### config.mk
export PLATFORM = sky130hd
export DESIGN_NAME = pipeline_controller
export DESIGN_NICKNAME = d
export VERILOG_FILES = /design/src/rtl/pipeline_controller_pkg.sv /design/src/rtl/pipeline_controller_hazard_detect.sv /design/src/rtl/pipeline_controller.sv
export SDC_FILE = /design/constraint.sdc
export NUM_CORES = 1
export LEC_CHECK = 0
export ABC_AREA = 1
export ABC_CLOCK_PERIOD_IN_PS = 1400
export CORE_UTILIZATION = 35
export CTS_CLUSTER_DIAMETER = 60
export CTS_CLUSTER_SIZE = 25
export DETAILED_ROUTE_END_ITERATION = 10
export HOLD_SLACK_MARGIN = 0.1
export PLACE_DENSITY = 0.8
export SYNTH_ARGS = -nofsm -noshare
export SYNTH_HDL_FRONTEND = slang
export SYNTH_SLANG_ARGS = --single-unit
### constraint.sdc
create_clock -name clock -period 1.4 [get_ports clock]
set_input_delay 0.28 -clock clock [delete_from_list [all_inputs] [get_ports clock]]
set_output_delay 0.28 -clock clock [all_outputs]
set_load 0.03 [all_outputs]
### src/rtl/pipeline_controller_pkg.sv
// Shared definitions for pipeline_controller: pipeline stage indices and the
// stall-cause encoding reported on stall_state.
package pipeline_controller_pkg;

    localparam int STAGE_IF  = 0;
    localparam int STAGE_ID  = 1;
    localparam int STAGE_EX  = 2;
    localparam int STAGE_MEM = 3;
    localparam int STAGE_WB  = 4;

    typedef enum logic [2:0] {
        STALL_RUN       = 3'd0,
        STALL_FLUSH     = 3'd1,
        STALL_LOAD_USE  = 3'd2,
        STALL_IMEM_WAIT = 3'd3,
        STALL_MEM_WAIT  = 3'd4,
        STALL_ALU_WAIT  = 3'd5
    } stall_cause_e;

endpackage

### src/rtl/pipeline_controller_hazard_detect.sv
// Combinational load-use comparator: flags an ID instruction that reads the
// destination of a load currently sitting in EX. x0 never creates a hazard.
module pipeline_controller_hazard_detect #(
    parameter int REG_ADDR_WIDTH = 5
) (
    input  logic                      ex_valid,
    input  logic                      ex_mem_read,
    input  logic                      ex_reg_write,
    input  logic [REG_ADDR_WIDTH-1:0] ex_rd,
    input  logic [REG_ADDR_WIDTH-1:0] id_rs1,
    input  logic [REG_ADDR_WIDTH-1:0] id_rs2,
    input  logic                      id_uses_rs1,
    input  logic                      id_uses_rs2,
    output logic                      load_use
);

    logic rd_live_s;
    logic rs1_hit_s;
    logic rs2_hit_s;

    // A load that never writes its rd cannot feed a dependent instruction.
    always_comb begin
        rd_live_s = ex_valid & ex_mem_read & ex_reg_write
                    & (ex_rd != {REG_ADDR_WIDTH{1'b0}});
        rs1_hit_s = id_uses_rs1 & (id_rs1 == ex_rd);
        rs2_hit_s = id_uses_rs2 & (id_rs2 == ex_rd);
        load_use  = rd_live_s & (rs1_hit_s | rs2_hit_s);
    end

endmodule

### src/rtl/pipeline_controller.sv
// Central stall/flush controller: stall-cause arbitration, per-register
// stall/flush vectors, instruction scoreboard and optional performance
// counters (enabled with the PIPELINE_PERF_COUNTERS_EN macro).
module pipeline_controller
    import pipeline_controller_pkg::*;
#(
    parameter int NUM_STAGES     = 5,
    parameter int REG_ADDR_WIDTH = 5
`ifdef PIPELINE_PERF_COUNTERS_EN
    ,
    parameter int COUNTER_WIDTH  = 32
`endif
) (
    input  logic                      clock,
    input  logic                      reset,
    input  logic                      id_valid,
    input  logic [REG_ADDR_WIDTH-1:0] id_rs1,
    input  logic [REG_ADDR_WIDTH-1:0] id_rs2,
    input  logic                      id_uses_rs1,
    input  logic                      id_uses_rs2,
    input  logic [REG_ADDR_WIDTH-1:0] id_rd,
    input  logic                      id_reg_write,
    input  logic                      id_mem_read,
    input  logic                      ex_alu_busy,
    input  logic                      ex_should_branch,
    input  logic                      stall_l1i,
    input  logic                      stall_l1d,
    output logic [NUM_STAGES-1:0]     stage_stall,
    output logic [NUM_STAGES-1:0]     stage_flush,
    output logic [NUM_STAGES-1:0]     stage_valid,
    output logic [2:0]                stall_state,
    output logic                      retire
`ifdef PIPELINE_PERF_COUNTERS_EN
    ,
    output logic [COUNTER_WIDTH-1:0]  perf_cycles,
    output logic [COUNTER_WIDTH-1:0]  perf_retired,
    output logic [COUNTER_WIDTH-1:0]  perf_stall_cycles
`endif
);

    // Entry 1 is the IF/ID register (bubble tracking only); entries 2.. carry
    // the instruction fields captured from the ID decode outputs.
    logic [NUM_STAGES-1:1]     valid_q, valid_d;
    logic [REG_ADDR_WIDTH-1:0] rd_q        [2:NUM_STAGES-1];
    logic [REG_ADDR_WIDTH-1:0] rd_d        [2:NUM_STAGES-1];
    logic                      mem_read_q  [2:NUM_STAGES-1];
    logic                      mem_read_d  [2:NUM_STAGES-1];
    logic                      reg_write_q [2:NUM_STAGES-1];
    logic                      reg_write_d [2:NUM_STAGES-1];

    stall_cause_e          cause_s;
    stall_cause_e          stall_state_q, stall_state_d;
    logic                  load_use_s;
    logic                  mem_wait_s;
    logic [NUM_STAGES-1:0] stall_s;
    logic [NUM_STAGES-1:0] flush_s;

    pipeline_controller_hazard_detect #(
        .REG_ADDR_WIDTH(REG_ADDR_WIDTH)
    ) u_hazard_detect (
        .ex_valid    (valid_q[STAGE_EX]),
        .ex_mem_read (mem_read_q[STAGE_EX]),
        .ex_reg_write(reg_write_q[STAGE_EX]),
        .ex_rd       (rd_q[STAGE_EX]),
        .id_rs1      (id_rs1),
        .id_rs2      (id_rs2),
        .id_uses_rs1 (id_uses_rs1),
        .id_uses_rs2 (id_uses_rs2),
        .load_use    (load_use_s)
    );

    // Pick the single winning stall cause; a branch held in EX during
    // ALU_WAIT naturally wins the cycle busy drops.
    always_comb begin
        mem_wait_s = stall_l1d & valid_q[STAGE_MEM] & mem_read_q[STAGE_MEM];
        if (reset) begin
            cause_s = STALL_RUN;
        end else if (ex_alu_busy) begin
            cause_s = STALL_ALU_WAIT;
        end else if (mem_wait_s) begin
            cause_s = STALL_MEM_WAIT;
        end else if (ex_should_branch) begin
            cause_s = STALL_FLUSH;
        end else if (load_use_s) begin
            cause_s = STALL_LOAD_USE;
        end else if (stall_l1i) begin
            cause_s = STALL_IMEM_WAIT;
        end else begin
            cause_s = STALL_RUN;
        end
        stall_state_d = cause_s;
    end

    // Translate the winner into stall/flush bits per pipeline register.
    always_comb begin
        stall_s = {NUM_STAGES{1'b0}};
        flush_s = {NUM_STAGES{1'b0}};
        if (reset) begin
            flush_s = {NUM_STAGES{1'b1}};
        end else begin
            case (cause_s)
                STALL_ALU_WAIT: begin
                    stall_s[STAGE_EX:STAGE_IF] = 3'b111;
                    flush_s[STAGE_MEM]         = 1'b1;
                end
                STALL_MEM_WAIT: begin
                    stall_s[STAGE_MEM:STAGE_IF] = 4'b1111;
                    flush_s[STAGE_WB]           = 1'b1;
                end
                STALL_FLUSH: begin
                    flush_s[STAGE_EX:STAGE_ID] = 2'b11;
                end
                STALL_LOAD_USE: begin
                    stall_s[STAGE_ID:STAGE_IF] = 2'b11;
                    flush_s[STAGE_EX]          = 1'b1;
                end
                STALL_IMEM_WAIT: begin
                    stall_s[STAGE_IF] = 1'b1;
                    flush_s[STAGE_ID] = 1'b1;
                end
                default: begin
                end
            endcase
        end
    end

    // Scoreboard advance: hold on stall, shift otherwise, flush kills valid.
    always_comb begin
        valid_d     = valid_q;
        rd_d        = rd_q;
        mem_read_d  = mem_read_q;
        reg_write_d = reg_write_q;

        if (flush_s[STAGE_ID]) begin
            valid_d[STAGE_ID] = 1'b0;
        end else if (stall_s[STAGE_ID]) begin
            valid_d[STAGE_ID] = valid_q[STAGE_ID];
        end else begin
            valid_d[STAGE_ID] = 1'b1;
        end

        if (flush_s[STAGE_EX]) begin
            valid_d[STAGE_EX] = 1'b0;
        end else if (stall_s[STAGE_EX]) begin
            valid_d[STAGE_EX] = valid_q[STAGE_EX];
        end else begin
            valid_d[STAGE_EX] = id_valid & valid_q[STAGE_ID];
        end
        if (stall_s[STAGE_EX]) begin
            rd_d[STAGE_EX] = rd_q[STAGE_EX];
        end else begin
            rd_d[STAGE_EX]        = id_rd;
            mem_read_d[STAGE_EX]  = id_mem_read;
            reg_write_d[STAGE_EX] = id_reg_write;
        end

        for (int i = STAGE_MEM; i < NUM_STAGES; i++) begin
            if (flush_s[i]) begin
                valid_d[i] = 1'b0;
            end else if (stall_s[i]) begin
                valid_d[i] = valid_q[i];
            end else begin
                valid_d[i] = valid_q[i-1];
            end
            if (stall_s[i]) begin
                rd_d[i] = rd_q[i];
            end else begin
                rd_d[i]        = rd_q[i-1];
                mem_read_d[i]  = mem_read_q[i-1];
                reg_write_d[i] = reg_write_q[i-1];
            end
        end
    end

    // Scoreboard and stall-cause registers with synchronous reset.
    always_ff @(posedge clock) begin
        if (reset) begin
            valid_q       <= {(NUM_STAGES-1){1'b0}};
            stall_state_q <= STALL_RUN;
            for (int i = STAGE_EX; i < NUM_STAGES; i++) begin
                rd_q[i]        <= {REG_ADDR_WIDTH{1'b0}};
                mem_read_q[i]  <= 1'b0;
                reg_write_q[i] <= 1'b0;
            end
        end else begin
            valid_q       <= valid_d;
            stall_state_q <= stall_state_d;
            rd_q          <= rd_d;
            mem_read_q    <= mem_read_d;
            reg_write_q   <= reg_write_d;
        end
    end

    assign stage_stall = stall_s;
    assign stage_flush = flush_s;
    assign stage_valid = {valid_q, 1'b1};
    assign stall_state = stall_state_q;
    assign retire      = valid_q[NUM_STAGES-1];

`ifdef PIPELINE_PERF_COUNTERS_EN
    logic [COUNTER_WIDTH-1:0] perf_cycles_q, perf_cycles_d;
    logic [COUNTER_WIDTH-1:0] perf_retired_q, perf_retired_d;
    logic [COUNTER_WIDTH-1:0] perf_stall_q, perf_stall_d;

    // Free-running counters; wrap naturally at 2^COUNTER_WIDTH.
    always_comb begin
        perf_cycles_d = perf_cycles_q + COUNTER_WIDTH'(1);
        if (retire) begin
            perf_retired_d = perf_retired_q + COUNTER_WIDTH'(1);
        end else begin
            perf_retired_d = perf_retired_q;
        end
        if (cause_s != STALL_RUN) begin
            perf_stall_d = perf_stall_q + COUNTER_WIDTH'(1);
        end else begin
            perf_stall_d = perf_stall_q;
        end
    end

    // Counter registers.
    always_ff @(posedge clock) begin
        if (reset) begin
            perf_cycles_q  <= {COUNTER_WIDTH{1'b0}};
            perf_retired_q <= {COUNTER_WIDTH{1'b0}};
            perf_stall_q   <= {COUNTER_WIDTH{1'b0}};
        end else begin
            perf_cycles_q  <= perf_cycles_d;
            perf_retired_q <= perf_retired_d;
            perf_stall_q   <= perf_stall_d;
        end
    end

    assign perf_cycles       = perf_cycles_q;
    assign perf_retired      = perf_retired_q;
    assign perf_stall_cycles = perf_stall_q;
`endif

endmodule

# Yosys cells after proc, flatten, opt, wreduce, memory -nomap -nowiden
# Index checks and enable logic that the tools add are counted.
dict set report word_totals {
  regBits 15
  latchBits 0
  ramBits 0
  rom_bits 0
  inputBits 26
  n_memories 0
}
dict set report classes {
  addsub 0
  n_mul 0
  div_mod_pow 0
  magnitude_cmp 0
  n_eq_ne 7
  shift 0
  muxes 16
  bitwise 10
  reduce_logical 10
}
# cell n
set op_table {}
lappend op_table {{OR reduction 2 bit} 7}
lappend op_table {{equality test 5 bit} 2}
lappend op_table {{AND 1 bit} 9}
lappend op_table {{two-way mux 3 bit} 3}
lappend op_table {{two-way mux 1 bit} 8}
lappend op_table {{two-way mux 4 bit} 2}
lappend op_table {{equality test 3 x 2 -> 1 bit (second input constant)} 2}
lappend op_table {{equality test 3 bit (second input constant)} 2}
lappend op_table {{two-way mux 2 bit} 3}
lappend op_table {{nonzero test 5 bit} 1}
lappend op_table {{OR reduction 4 bit} 1}
lappend op_table {{equality test 3 x 1 -> 1 bit (second input constant)} 1}
lappend op_table {{OR reduction 3 bit} 1}
lappend op_table {{bitwise OR 1 bit} 1}

# Depth between registers and ports, before layout
dict set report logic_depth {
  depth_word 14
  mapped_depth 13
  depth_no_buf 13
}

# By module
# From an unflattened synthesis, not the netlist that was laid out.
dict set report hier_totals {
  hier_cells 140
  hier_area_um2 890.9
}
# mod instances cells_each area_per_inst_um2 seq_area_each_um2
set by_module_without_submodules {}
lappend by_module_without_submodules {pipeline_controller 1 85 671.9 300.3}
lappend by_module_without_submodules {pipeline_controller_hazard_detect 1 55 219.0 0.0}

# Least setup slack after synthesis
# No wires, ideal clock.
dict set report synth_timing {
  path_kind {register to output}
  from {reg valid_q[3] (netlist bit)}
  to {out stage_flush[4]}
  arrival_time_ns 1.289
  slack_ns -0.169
  path_stages_with_launch 7
  path_buffers 0
  path_cell_list {dfxtp_1 -> nand3_1 -> nand2_1 -> nand2_2 -> inv_2 -> nand3_4 -> nand2_1}
}
dict set report synth_via {
  elab_chain_len 8
}
# item line_no
set synth_lines {}
lappend synth_lines {{start: declaration} pipeline_controller.sv:43} ;# logic [NUM_STAGES-1:1] valid_q, valid_d;
lappend synth_lines {{start signal: assignment} pipeline_controller.sv:178} ;# valid_q <= {(NUM_STAGES-1){1'b0}};
lappend synth_lines {{start signal: assignment} pipeline_controller.sv:186} ;# valid_q <= valid_d;
lappend synth_lines {{AND 1 bit (2 in series)} pipeline_controller.sv:75} ;# mem_wait_s = stall_l1d & valid_q[STAGE_MEM] & mem_read_q[STAGE_MEM];
lappend synth_lines {{two-way mux 3 bit} pipeline_controller.sv:80} ;# end else if (mem_wait_s) begin
lappend synth_lines {{two-way mux 3 bit} pipeline_controller.sv:78} ;# end else if (ex_alu_busy) begin
lappend synth_lines {{two-way mux 3 bit} pipeline_controller.sv:76} ;# if (reset) begin
lappend synth_lines {{equality test 3 bit} pipeline_controller.sv:101} ;# case (cause_s)
lappend synth_lines {{two-way mux 1 bit} pipeline_controller.sv:101}
lappend synth_lines {{two-way mux 4 bit} pipeline_controller.sv:98} ;# if (reset) begin
lappend synth_lines {{end: declaration} pipeline_controller.sv:29} ;# output logic [NUM_STAGES-1:0] stage_flush,
# Every way passes these cells.

# Worst setup path in the final report
dict set report layout_timing {
  from {reg rd_q[11] (netlist bit)}
  to {out stage_stall[1]}
}
dict set report layout_via {
  elab_chain_len 13
}
# item line_no
set layout_lines {}
lappend layout_lines {{start: declaration} pipeline_controller.sv:44} ;# logic [REG_ADDR_WIDTH-1:0] rd_q [2:NUM_STAGES-1];
lappend layout_lines {{start signal: indexed assignment} pipeline_controller.sv:181} ;# rd_q[i] <= {REG_ADDR_WIDTH{1'b0}};
lappend layout_lines {{start signal: assignment} pipeline_controller.sv:188} ;# rd_q <= rd_d;
lappend layout_lines {{equality test 5 bit (on tied branches)} {pipeline_controller_hazard_detect.sv:25, pipeline_controller_hazard_detect.sv:26}}
lappend layout_lines {{AND 1 bit (on tied branches)} {pipeline_controller_hazard_detect.sv:25, pipeline_controller_hazard_detect.sv:26}}
lappend layout_lines {{bitwise OR 1 bit} pipeline_controller_hazard_detect.sv:27} ;# load_use = rd_live_s & (rs1_hit_s | rs2_hit_s);
lappend layout_lines {{AND 1 bit *} pipeline_controller_hazard_detect.sv:27}
lappend layout_lines {{two-way mux 2 bit *} pipeline_controller.sv:84} ;# end else if (load_use_s) begin
lappend layout_lines {{two-way mux 2 bit *} pipeline_controller.sv:82} ;# end else if (ex_should_branch) begin
lappend layout_lines {{two-way mux 3 bit *} pipeline_controller.sv:80}
lappend layout_lines {{two-way mux 3 bit *} pipeline_controller.sv:78}
lappend layout_lines {{two-way mux 3 bit *} pipeline_controller.sv:76}
lappend layout_lines {{equality test 3 x 2 -> 1 bit or equality test 3 bit (tied branches)} pipeline_controller.sv:101}
lappend layout_lines {{OR reduction 3 bit (no line) *} n/a}
lappend layout_lines {{two-way mux 1 bit *} pipeline_controller.sv:101}
lappend layout_lines {{two-way mux 4 bit *} pipeline_controller.sv:98}
lappend layout_lines {{end: declaration} pipeline_controller.sv:28} ;# output logic [NUM_STAGES-1:0] stage_stall,
# Every way passes the cells marked *; elsewhere a longest branch is shown, timed or not.

==> metrics.csv <==
metric,value,unit
status,"finished, violations left",
violations,negative setup slack,
ys_ff_latch,15,
hold_slack,0.496,ns
track_usage,25.0,%
clockBufferDepth,2,
crit_type,reg -> out,
end_kind,output pin,
overflow,0,
p_total,1.18,mW
gp_congestion,0.823,
critical_path.cell_chain,inv_4 -> nand2_1 -> nand2_1 -> nor2_1 -> nand3_1 -> nand2_1 -> nand2_2 -> nand2_2 -> nand2_2 -> nand2_4 -> nand3_4 -> nand2_4 -> buf_6,
synth.top_cell.area_share,33.9,%
p_leak,0.891,nW
num_vias,1135,
nFillCells,160,
core-area,0.00230,mm^2
vias_per_cell,4.75,
fin_ws,-0.691,ns
ys_async_sr_fraction,0,%
setup_violations,14,
finalWirelength,3.06,mm
synth_edf_count,0,
portBuffers,42,
ios,45,
crit_slowest_cell,dfxtp_4,
avgRoutedWirePerCell,12.8,um
yosysMostFrequentCell,nand2_1,
path_buf_inv,2,
clk_latency,0.29,ns
yosys-top-cells-area,"dfxtp_1 (34%), nand2_1 (17%), inv_1 (10%)",
grt_pass1_vias,1135,
power.ir.vdd_worst,0.000438,V
synth.distinct_cells,19,
startpoint_type,flop,
grt_antenna_before_repair,0,
period_needed,2.09,ns
die-area,0.00274,mm^2
diodes,0,
hold_viol,0,
die_y,52.3,um
syn_area,886,um^2
drive_gt1_share,40.8,%
clkTransAtPathRegs,0.09,ns
num_rows,17,
cts_tree,yes,
slew_viol_final,0,
fin_area,0.00170,mm^2
die_w,52.3,um
cts_root_buf,clkbuf_4,
initial_core_util,38.6,%
critPathRequiredTime,1.12,ns
grt_max_degree,10,
first_pass_iters,4,
ys_seq_area_share,33.9,%
drtIter0Drc,28,
dpl_cell_area,0.00146,mm^2
path_max_fanout,4,
nets,238,
cts_sinks,15,
grt_pass1_wl,4.91,mm
h-tree-depth,1,
synthTopCellsByCount,"nand2_1 (39), inv_1 (24), nor2_1 (20)",
numCtsBuffers,3,
finClkSkew,0.00924,ns
max_freq,478,MHz
synth-main-ff-cell,dfxtp_1,
crit_arrival,1.81,ns
critPathMaxStageDelay,0.39,ns
syn-num-nets,166,
antenna_left,0,
post-synth-top-area-cell,dfxtp_1,
hp-class,reg -> reg,
p_per_area,693,mW/mm^2
synth_area_per_cell,6.33,um^2
fin_crit_sh,149,%
drc_errors,0,
area_growth,92.1,%
drv_cap,0,
cpLargestDelayFamily,simple AND/OR/NAND/NOR gates,
rsz0062_at_grt,yes,
place_ws,-0.720,ns
ys.warnings.count,0,
dp_hpwl,1.95,mm
netlist_instances,140,
-- flip-flops by register name, indices dropped and copies added (netlist names) --
register / count
mem_read_d: 1
mem_read_q: 1
rd_q: 5
reg_write_q: 1
stall_state: 3
valid_q: 4
-- final timing paths --
| check | end | start | slack (ns) | cells after the start |
|---|---|---|---|---|
| setup / recovery | stage_stall[1] | rd_q[11] | -0.69 | 13 |
| hold reg to reg | valid_q[4] | valid_q[3] | 0.50 | 2 |
| setup reg to reg | valid_q[1] | rd_q[11] | -0.21 | 14 |
| hold / removal | valid_q[4] | valid_q[3] | 0.50 | 2 |
-- per-layer routing --
layer  global-route usage [%]  wire length, um
met1                     27.1             1300
met2                     45.6             1530
met3                     5.22              159
met4                     11.8               71
met5                        0                0
-- worst register-to-register path, delay by kind of cell, from the launching register on --
kind	cells	cell delay [ns]
flops	1	0.39
compound gates	1	0.04
simple gates	11	0.94
buf+inv	2	0.13
-- cell usage in the layout, fill, tap and decap left out, drive strengths merged --
cell	instances
dlygate4sd2	19
clkinvlp	1
clkdlybuf4s50	12
o21ai	3
clkinv	1
clkbuf	4
dfxtp	15
clkdlybuf4s15	1
conb	2
nor2	20
a211oi	6
buf	41
nand2	43
a21oi	3
nand3	8
nand4	3
inv	29
-- metrics by stage --
step | util (%) | cells | setup TNS, ns
after floorplan | - | 140 | -0.279
after global placement | 63.7 | 223 | -8.65
after detailed placement | 63.7 | 223 | -9.51
after CTS | 74.2 | 244 | -4.18
after global routing | 74.1 | 239 | -6.55
final | 74.1 | 239 | -5.04
-- final cells by class --
cell class	instances	area (um^2)	area share, %
clock buffer	3	22.5	1.32
clock inverter	1	5.00	0.294
inverter	30	119	6.99
multi-input combinational	88	510	30.0
sequential	15	313	18.4
tap	28	35.0	2.06
timing repair buffer	74	697	41.0
-- where the power goes --
part | internal [mW] | switching [mW] | total, mW
sequential | 0.453 | 0.0194 | 0.472
combinational | 0.224 | 0.233 | 0.457
clock | 0.106 | 0.143 | 0.250
total | 0.783 | 0.395 | 1.18
-- kinds of logic after synthesis --
family / share of synthesized area (%)
AOI/OAI and AO/OA: 9.32
DFF: 33.9
other: 0.848
and+or+nand+nor: 37.6
buffers and inverters: 18.4
-- what timing repair did --
item                       in CTS  in global routing
hold buffers                    0                  0
buffers inserted               28                  2
resized for setup              49                 21
pin swaps                      17                 12
setup endpoints to repair      26                 21
Note: power is estimated with default switching activity, not from simulation.
